`src/rtl/interrupt_ctrl_unit.sv`:
```
// Multi-source interrupt controller and entry sequencer.
// Latches rising edges on the request lines, picks the lowest pending
// unmasked line, stalls and drains the pipe, pushes the return PC and flags,
// reads the handler address from the vector table and redirects fetch.
// Every output is registered and computed from the next-state values.
module interrupt_ctrl_unit #(
    parameter int unsigned NUM_IRQ      = 4,
    parameter int unsigned PC_WIDTH     = 32,
    parameter int unsigned DATA_WIDTH   = 16,
    parameter int unsigned ADDR_WIDTH   = 20,
    parameter int unsigned FLAG_WIDTH   = 3,
    parameter int unsigned VECTOR_BASE  = 0,
    parameter int unsigned DRAIN_CYCLES = 3
) (
    input  logic                  clk_i,
    input  logic                  rst_i,
    input  logic [NUM_IRQ-1:0]    irq_i,
    input  logic [NUM_IRQ-1:0]    irq_mask_i,
    input  logic                  rti_i,
    input  logic [PC_WIDTH-1:0]   pc_in_i,
    input  logic [FLAG_WIDTH-1:0] flags_in_i,
    input  logic [DATA_WIDTH-1:0] mem_rdata_i,
    output logic                  int_flag_o,
    output logic                  stall_fetch_o,
    output logic                  branch_o,
    output logic                  dmr_o,
    output logic                  dmw_o,
    output logic                  stack_operation_o,
    output logic                  push_pop_o,
    output logic                  write_sp_o,
    output logic [3:0]            alu_function_o,
    output logic [DATA_WIDTH-1:0] int_data_o,
    output logic [ADDR_WIDTH-1:0] int_addr_o,
    output logic [PC_WIDTH-1:0]   new_pc_o,
    output logic [NUM_IRQ-1:0]    irq_ack_o,
    output logic                  ie_o
);

    localparam int unsigned WORDS   = PC_WIDTH / DATA_WIDTH;
    localparam int unsigned CNT_MAX = (DRAIN_CYCLES > WORDS) ? DRAIN_CYCLES : WORDS;
    localparam int unsigned CNT_W   = $clog2(CNT_MAX + 1);
    localparam int unsigned ID_W    = (NUM_IRQ > 1) ? $clog2(NUM_IRQ) : 1;

    localparam logic [3:0] AluPassB = 4'b0100;

    typedef enum logic [2:0] {
        StIdle,
        StDrain,
        StPushPc,
        StPushFlags,
        StLoadVec,
        StCapture,
        StJump
    } state_e;

    // Sequencer state
    state_e                state_q, state_d;
    logic [CNT_W-1:0]      cnt_q, cnt_d;
    logic [ID_W-1:0]       id_q, id_d;
    logic [PC_WIDTH-1:0]   saved_pc_q, saved_pc_d;
    logic [FLAG_WIDTH-1:0] flags_q, flags_d;
    logic [PC_WIDTH-1:0]   vec_q, vec_d;
    logic [NUM_IRQ-1:0]    pending_q, pending_d;
    logic [NUM_IRQ-1:0]    irq_q, irq_d;
    logic                  ie_q, ie_d;

    // Registered outputs
    logic                  int_flag_q, int_flag_d;
    logic                  stall_q, stall_d;
    logic                  branch_q, branch_d;
    logic                  dmr_q, dmr_d;
    logic                  dmw_q, dmw_d;
    logic                  stack_op_q, stack_op_d;
    logic                  push_pop_q, push_pop_d;
    logic                  write_sp_q, write_sp_d;
    logic [3:0]            alu_fn_q, alu_fn_d;
    logic [DATA_WIDTH-1:0] int_data_q, int_data_d;
    logic [ADDR_WIDTH-1:0] int_addr_q, int_addr_d;
    logic [PC_WIDTH-1:0]   new_pc_q, new_pc_d;
    logic [NUM_IRQ-1:0]    irq_ack_q, irq_ack_d;

    logic [NUM_IRQ-1:0]    eligible;
    logic [ID_W-1:0]       sel_id;
    logic                  push_d;

    // Fixed-priority pick: lowest eligible index wins
    always_comb begin
        eligible = pending_q & ~irq_mask_i;
        sel_id   = '0;
        for (int i = int'(NUM_IRQ) - 1; i >= 0; i--) begin
            if (eligible[i]) begin
                sel_id = ID_W'(i);
            end
        end
    end

    // Next-state logic for the sequencer, pending latch and interrupt enable
    always_comb begin
        state_d    = state_q;
        cnt_d      = cnt_q;
        id_d       = id_q;
        saved_pc_d = saved_pc_q;
        flags_d    = flags_q;
        vec_d      = vec_q;
        irq_d      = irq_i;
        // A new edge beats the acknowledge clear in the same cycle
        pending_d  = (pending_q & ~irq_ack_q) | (irq_i & ~irq_q);
        ie_d       = rti_i ? 1'b1 : ie_q;

        unique case (state_q)
            StIdle: begin
                if (ie_q && (eligible != '0)) begin
                    id_d       = sel_id;
                    saved_pc_d = pc_in_i;
                    ie_d       = 1'b0;  // entry clear wins over a coincident rti
                    cnt_d      = '0;
                    state_d    = StDrain;
                end
            end
            StDrain: begin
                if (cnt_q == CNT_W'(DRAIN_CYCLES - 1)) begin
                    flags_d = flags_in_i;
                    cnt_d   = '0;
                    state_d = StPushPc;
                end else begin
                    cnt_d = cnt_q + CNT_W'(1);
                end
            end
            StPushPc: begin
                if (cnt_q == CNT_W'(WORDS - 1)) begin
                    cnt_d   = '0;
                    state_d = StPushFlags;
                end else begin
                    cnt_d = cnt_q + CNT_W'(1);
                end
            end
            StPushFlags: begin
                cnt_d   = '0;
                state_d = StLoadVec;
            end
            StLoadVec: begin
                // Read data trails the request by one cycle
                if (cnt_q != '0) begin
                    vec_d = (vec_q << DATA_WIDTH) | PC_WIDTH'(mem_rdata_i);
                end
                if (cnt_q == CNT_W'(WORDS - 1)) begin
                    cnt_d   = '0;
                    state_d = StCapture;
                end else begin
                    cnt_d = cnt_q + CNT_W'(1);
                end
            end
            StCapture: begin
                vec_d   = (vec_q << DATA_WIDTH) | PC_WIDTH'(mem_rdata_i);
                state_d = StJump;
            end
            StJump: begin
                state_d = StIdle;
            end
            default: begin
                state_d = StIdle;
            end
        endcase
    end

    // Output decode from next-state values so outputs line up with the state
    always_comb begin
        push_d     = (state_d == StPushPc) || (state_d == StPushFlags);
        int_flag_d = (state_d != StIdle);
        stall_d    = (state_d != StIdle);
        branch_d   = (state_d == StJump);
        dmr_d      = (state_d == StLoadVec);
        dmw_d      = push_d;
        stack_op_d = push_d;
        push_pop_d = push_d;
        write_sp_d = push_d;
        alu_fn_d   = push_d ? AluPassB : 4'b0000;
        int_data_d = '0;
        int_addr_d = '0;
        new_pc_d   = '0;
        irq_ack_d  = '0;

        if (state_d == StPushPc) begin
            // Most-significant word first
            int_data_d = DATA_WIDTH'(saved_pc_d >> (DATA_WIDTH * (WORDS - 1 - 32'(cnt_d))));
        end
        if (state_d == StPushFlags) begin
            int_data_d = DATA_WIDTH'(flags_d);
        end
        if (state_d == StLoadVec) begin
            int_addr_d = ADDR_WIDTH'(VECTOR_BASE + 32'(id_d) * WORDS + 32'(cnt_d));
        end
        if (state_d == StJump) begin
            new_pc_d  = vec_d;
            irq_ack_d = NUM_IRQ'(1) << id_d;
        end
    end

    // State and output registers with synchronous reset
    always_ff @(posedge clk_i) begin
        if (rst_i) begin
            state_q    <= StIdle;
            cnt_q      <= '0;
            id_q       <= '0;
            saved_pc_q <= '0;
            flags_q    <= '0;
            vec_q      <= '0;
            pending_q  <= '0;
            irq_q      <= '0;
            ie_q       <= 1'b1;
            int_flag_q <= 1'b0;
            stall_q    <= 1'b0;
            branch_q   <= 1'b0;
            dmr_q      <= 1'b0;
            dmw_q      <= 1'b0;
            stack_op_q <= 1'b0;
            push_pop_q <= 1'b0;
            write_sp_q <= 1'b0;
            alu_fn_q   <= 4'b0000;
            int_data_q <= '0;
            int_addr_q <= '0;
            new_pc_q   <= '0;
            irq_ack_q  <= '0;
        end else begin
            state_q    <= state_d;
            cnt_q      <= cnt_d;
            id_q       <= id_d;
            saved_pc_q <= saved_pc_d;
            flags_q    <= flags_d;
            vec_q      <= vec_d;
            pending_q  <= pending_d;
            irq_q      <= irq_d;
            ie_q       <= ie_d;
            int_flag_q <= int_flag_d;
            stall_q    <= stall_d;
            branch_q   <= branch_d;
            dmr_q      <= dmr_d;
            dmw_q      <= dmw_d;
            stack_op_q <= stack_op_d;
            push_pop_q <= push_pop_d;
            write_sp_q <= write_sp_d;
            alu_fn_q   <= alu_fn_d;
            int_data_q <= int_data_d;
            int_addr_q <= int_addr_d;
            new_pc_q   <= new_pc_d;
            irq_ack_q  <= irq_ack_d;
        end
    end

    assign int_flag_o        = int_flag_q;
    assign stall_fetch_o     = stall_q;
    assign branch_o          = branch_q;
    assign dmr_o             = dmr_q;
    assign dmw_o             = dmw_q;
    assign stack_operation_o = stack_op_q;
    assign push_pop_o        = push_pop_q;
    assign write_sp_o        = write_sp_q;
    assign alu_function_o    = alu_fn_q;
    assign int_data_o        = int_data_q;
    assign int_addr_o        = int_addr_q;
    assign new_pc_o          = new_pc_q;
    assign irq_ack_o         = irq_ack_q;
    assign ie_o              = ie_q;

endmodule

```
`config.mk`:
```
export PLATFORM = sky130hd
export DESIGN_NAME = interrupt_ctrl_unit
export DESIGN_NICKNAME = d
export VERILOG_FILES = /design/src/rtl/interrupt_ctrl_unit.sv
export SDC_FILE = /design/constraint.sdc
export NUM_CORES = 1
export LEC_CHECK = 0
export ABC_CLOCK_PERIOD_IN_PS = 2200
export BUFFER_PORTS_ARGS = -buffer_cell sky130_fd_sc_hd__buf_2
export CAP_MARGIN = 20
export CORE_AREA = 3 3 87 130
export DETAILED_ROUTE_END_ITERATION = 7
export DIE_AREA = 0 0 90 133
export PLACE_DENSITY = 0.78
export SYNTH_ARGS = -nofsm -noshare
export SYNTH_HDL_FRONTEND = slang
export SYNTH_SLANG_ARGS = --single-unit
```
`constraint.sdc`:
```
create_clock -name clk_i -period 2.2 [get_ports clk_i]
set_input_delay 0.22 -clock clk_i [delete_from_list [all_inputs] [get_ports clk_i]]
set_output_delay 0.22 -clock clk_i [all_outputs]
set_load 0.02 [all_outputs]
```
## Word level (Yosys, flattened, before mapping)

Cells that the tools add are included.

- Flip-flop bits (word level): 163
- Output and inout bits: 85
- Word-level logic and storage cells: 83

- Add/sub/neg operators: 3
- Equal/unequal tests: 11
- Shift-type cells: 2
- Muxes and demuxes: 27
- Bitwise gates (word level): 11
- Reduce and logical (&&, ||, !) cells: 10

Operators by type and width:

| kind | number |
|---|---|
| $mux W32 | 3 |
| $pmux W32 S2 | 1 |
| $or A32 B16 Y32 | 1 |
| $shr A32 B32 Y16 | 1 |
| $mux W3 | 9 |
| $mux W2 | 9 |
| $pmux W3 S6 | 1 |
| $and A4 B4 Y4 | 3 |
| $eq A3 B2 Y1 const B | 4 |
| $eq A3 B3 Y1 const B | 4 |
| $not A4 Y4 | 3 |
| $pmux W2 S4 | 1 |
| $reduce_or A2 Y1 | 3 |
| $add A3 B2 Y4 | 1 |
| $or A4 B4 Y4 | 1 |
| $reduce_bool A4 Y1 | 1 |
| $shl A1 B2 Y4 const A | 1 |
| $eq A3 B1 Y1 const B | 1 |
| $logic_not A3 Y1 | 1 |
| $mux W1 | 3 |
| $not A1 Y1 | 3 |
| $reduce_bool A3 Y1 | 1 |
| $reduce_or A3 Y1 | 1 |
| $sub A1 B2 Y3 const A | 1 |
| 6 further kinds | 6 |

## Longest topological paths before layout

- Depth in word-level cells: 10
- Depth in mapped cells: 9
- Mapped depth without buffers: 8

## Least setup slack after synthesis

Ideal clock, no wire load.

- Kind: flip-flop to flip-flop
- From: register state_q[2]
- To: register int_addr_q[2], in the netlist int_addr_o[2]
- Library setup time: 0.115 ns
- Data arrival time: 1.882 ns
- Setup slack: 0.203 ns
- Cell stages (with the launch flop): 9
- Buffers on the path: 1
- Period minus slack after synthesis: 1.997 ns
- Path through: dfxtp_1 > buf_6 > nor4b_4 > o41ai_4 > o31a_2 > inv_2 > ha_1 > ha_1 > and2_1

- Elaborated cells between the ends (all ways): 18
- Classes of those cells: add/sub (1); eq/ne (6); mux (7); bitwise (1); reduce/logical (3)

RTL lines:

| what | RTL line | source |
|---|---|---|
| start: declaration | 57 | `state_e state_q, state_d;` |
| start signal: assignment | 202 | `state_q <= StIdle;` |
| start signal: assignment | 225 | `state_q <= state_d;` |
| $logic_not A3 Y1 | 110 | `unique case (state_q)` |
| $mux W2 | 110 |  |
| via id_d[0] | 59 | `logic [ID_W-1:0] id_q, id_d;` |
| $add A3 B2 Y4 | 191 | `int_addr_d = ADDR_WIDTH'(VECTOR_BASE + 32'(id_d) * WORDS + 32'(cnt_d));` |
| end signal: assignment | 244 | `int_addr_q <= int_addr_d;` |
| end: declaration | 78 | `logic [ADDR_WIDTH-1:0] int_addr_q, int_addr_d;` |

The timed path passes the listed nets, and every way through them passes these cells.
A chain may end at the register's enable or synchronous reset.

## Worst setup path after layout

- From: register state_q[1]
- To: register int_addr_q[2], in the netlist int_addr_o[2]

Same word-level chain as after synthesis.

==> key figures <==
Die
  • Placeable core region: 10200 um2
  • Row count: 45
  • Die Wd: 90 um
  • Full die area: 12000 um2
  • Ports: 147
  • Initial Util: 51.5%
  • Die height: 133 um

Setup path
  • Critical path required time: 2500 ps
  • Arrival @ worst endpoint: 2400 ps
  • CP cell instances: nor4b_4 > buf_4 > o41ai_4 > o31a_2 > inv_2 > ha_1 > ha_1 > and2_1
  • Crit Path Max Fanout: 13
  • Slowest-stage cell, CP: dfxtp_1
  • R2r setup slk: 110 ps
  • Critical path startpoint category: flip-flop
  • CP max stage delay: 450 ps
  • Crit path capture type: flip-flop
  • RR Endpoint: int_addr_o[2]
  • Setup CP Type: reg -> reg
  • RR Startpoint: state_q[1]
  • Most used cell, CP: ha_1
  • Reg2Reg Depth: 8

Clock network
  • Clock root buffer: clkbuf_16
  • Cts hold-fix bufs: 0
  • Worst-Skew Late Latency: 420 ps
  • Inserted Clock Buffers: 17
  • Clock slew at reported path FFs: 60 ps
  • Clock buffer depth: 2
  • CTS tree: built
  • Clock sinks: 143
  • H-tree level count: 4

Synth
  • Post-synth EDFFs: 0
  • Mapped cell area: 5280 um2
  • Top cell type's share of synthesized area: 54.2%
  • Largest family of logic cells by synthesized area: simple AND/OR/NAND/NOR gates
  • Synth Area in Simple Gates: 20.6%
  • Largest cells by area after synthesis: dfxtp_1, mux2i_1, nor2_1, nand2_1, buf_4
  • Yosys Warn Count: 0
  • Xor and xnor area share after synthesis: 0%
  • Netlist cell types: 50
  • Async SR Flop Fraction: 0%
  • Mean area per synthesized cell: 9.43 um2
  • Adder-Cell Fraction of Synth Area: 0.474%
  • #FFs+latches synth: 143
  • Mapped Cells: 560
  • Post-synthesis mux area share: 6.64%
  • Largest area contributor in the netlist: dfxtp_1
  • Compound-cell area share of the yosys netlist: 10.5%
  • Seq/Total Area, Yosys: 54.2%
  • Predominant post-synthesis flop cell: dfxtp_1

Power
  • Clock power share: 43.8%
  • Int Pwr: 4.41 mW
  • Sw Ratio: 27.2%
  • VDD IR max: 0.630 mV
  • Sequential fraction of design power: 45.2%
  • Psw: 1.65 mW
  • Cell Pwr Density: 933 nW/um2
  • Lkg Pwr: 2.78 nW
  • Logic pwr share: 11.1%

Cells and area
  • Most frequent cells in the layout: dfxtp_1, buf_2, nor2_1
  • Reg area: 2860 um2
  • Design Area, Final: 6490 um2
  • Fillers: 877
  • Layout cells sized above 1: 28.2%
  • Multi-input combinational cell area: 2100 um2
  • Final net count: 746
  • # diodes: 0
  • Synth-to-Final Area Change: 22.9%
  • Commonest non-fill, non-tap cell in the layout: dfxtp_1

Placed design
  • Port bufs: 127
  • Detail Placement HPWL: 8640 um
  • Placed inst area: 5900 um2
  • Routability cong.: 0.855

GRT
  • Total GRT Usage: 20.5%
  • Global-route wire length before repair: 19600 um
  • GRT Residual Overflow: 0
  • Vias in the first global route: 4032
  • Initial antenna violation count: 0
  • Largest net degree at the start of global routing: 47

Timing
  • Final Skew: 7.50 ps
  • Final setup violation count: 0
  • Fmax: 478 MHz
  • Unrepaired setup endpoints after global routing: no
  • Slew Viols, Final: 0
  • Tcrit/Tclk final: 95.1%
  • Sum Neg Setup Slack: 0 ps
  • Final hold vios: 0
  • Post-layout min period: 2090 ps

Route
  • 1st-pass router iterations: 5
  • Final WL: 12100 um
  • Residual DRC: 0
  • DRT iter0 DRCs: 257
  • Average wire per standard cell: 14.5 um
  • Vias: 4236
  • Remaining antenna violation count after routing: 0
  • Vias per cell: 5.07

Hold path
  • Min-Delay Endpoint: irq_q[1]
  • Hold path start: irq_i[1]
  • Worst hold stages: 2
  • HP Class: in -> reg

Job
  • Max-cap violations: 0

Status
  • Status: finished clean
what timing repair did:
| item | 4_1_cts | 5_1_grt |
|---|---|---|
| setup buffers | 0 | 2 |
| gates resized for setup | 0 | 0 |
| endpoints found under the setup margin | 0 | 1 |
synth_stat cells, types with 4 or more instances:
library cell	n
buf_4	28
nand2_1	71
a31oi_1	13
nor3_1	4
mux2i_1	35
and2_1	6
o21ai_0	19
buf_2	15
nor2b_1	12
buf_6	4
a21oi_1	40
o21a_1	4
nor2_1	79
nand3_1	15
nand2b_1	12
nor4_1	4
dfxtp_1	143
clkbuf_1	12
metal layers:
metal | wire length [um] | global-route usage [%]
met5 | 0 | 0
met4 | 342 | 10.9
met3 | 789 | 5.40
met2 | 6350 | 35.6
met1 | 4660 | 22.7
kinds of logic (layout without fill, tap and decap cells):
group,Yosys count,in the layout
AOI/OAI and AO/OA,92,92
adders and majority gates,2,2
buffers and inverters,63,180
DFF,143,143
muxes,35,35
other,1,19
and+or+nand+nor,224,224
worst max-delay path: cells and delay by family (launching register included):
| kind | cells | cell delay, ps |
|---|---|---|
| AOI/OAI and AO/OA | 2 | 470 |
| adders and majority gates | 2 | 380 |
| and+or+nand+nor | 2 | 420 |
| buffers and inverters | 2 | 260 |
| DFF | 1 | 450 |
sequential cells by signal (all words and copies together) (netlist names):
name and flops:
new_pc_o 32, int_addr_o 4, pending_q 4, irq_q 4, ie_o 1, state_q 3, stall_fetch_o 1, irq_ack_o 4
dmr_o 1, branch_o 1, saved_pc_q 32, int_data_o 16, cnt_q 2, alu_function_o 1, id_q 2, flags_q 3
vec_q 32
worst max path at each step:
stage | start | end | cells after the start
final | state_q[1] | int_addr_o[2] | 8
after global routing | state_q[1] | int_addr_o[2] | 8
after CTS | state_q[1] | int_addr_o[2] | 7
after detailed placement | state_q[1] | int_addr_o[2] | 7
after global placement | ie_o | int_addr_o[2] | 7
after floorplan | state_q[2] | int_addr_o[2] | 8
layout make-up:
class | count | share of cell area, %
Tap cell | 141 | 2.72
Timing Repair Buffer | 145 | 12.1
Clock buffer | 17 | 6.56
Sequential cell | 143 | 44.1
Clock inverter | 15 | 1.99
Inverter | 3 | 0.174
Multi-Input combinational cell | 372 | 32.4
power by group through the flow:
stage          Combinational (mW)  Sequential [mW]  Clock [mW]
5_1_grt                     0.738             2.74        2.79
3_5_place_dp                0.649             2.79           0
3_3_place_gp                0.635             2.79           0
2_1_floorplan               0.498             2.78           0
4_1_cts                     0.655             2.73        2.69
6_report                    0.669             2.73        2.65
stage by stage:
step	total power [mW]	hold WS, ps	utilization, %	setup slack, ps	cells
after floorplan	3.28	296	-	203	578
after global placement	3.42	440	57.6	111	801
after detailed placement	3.44	447	57.6	67.1	801
after CTS	6.08	28.0	63.0	29.7	833
after global routing	6.27	29.0	63.3	19.9	836
final	6.05	43.6	63.3	108	836
Power figures use the tool's default switching activity.
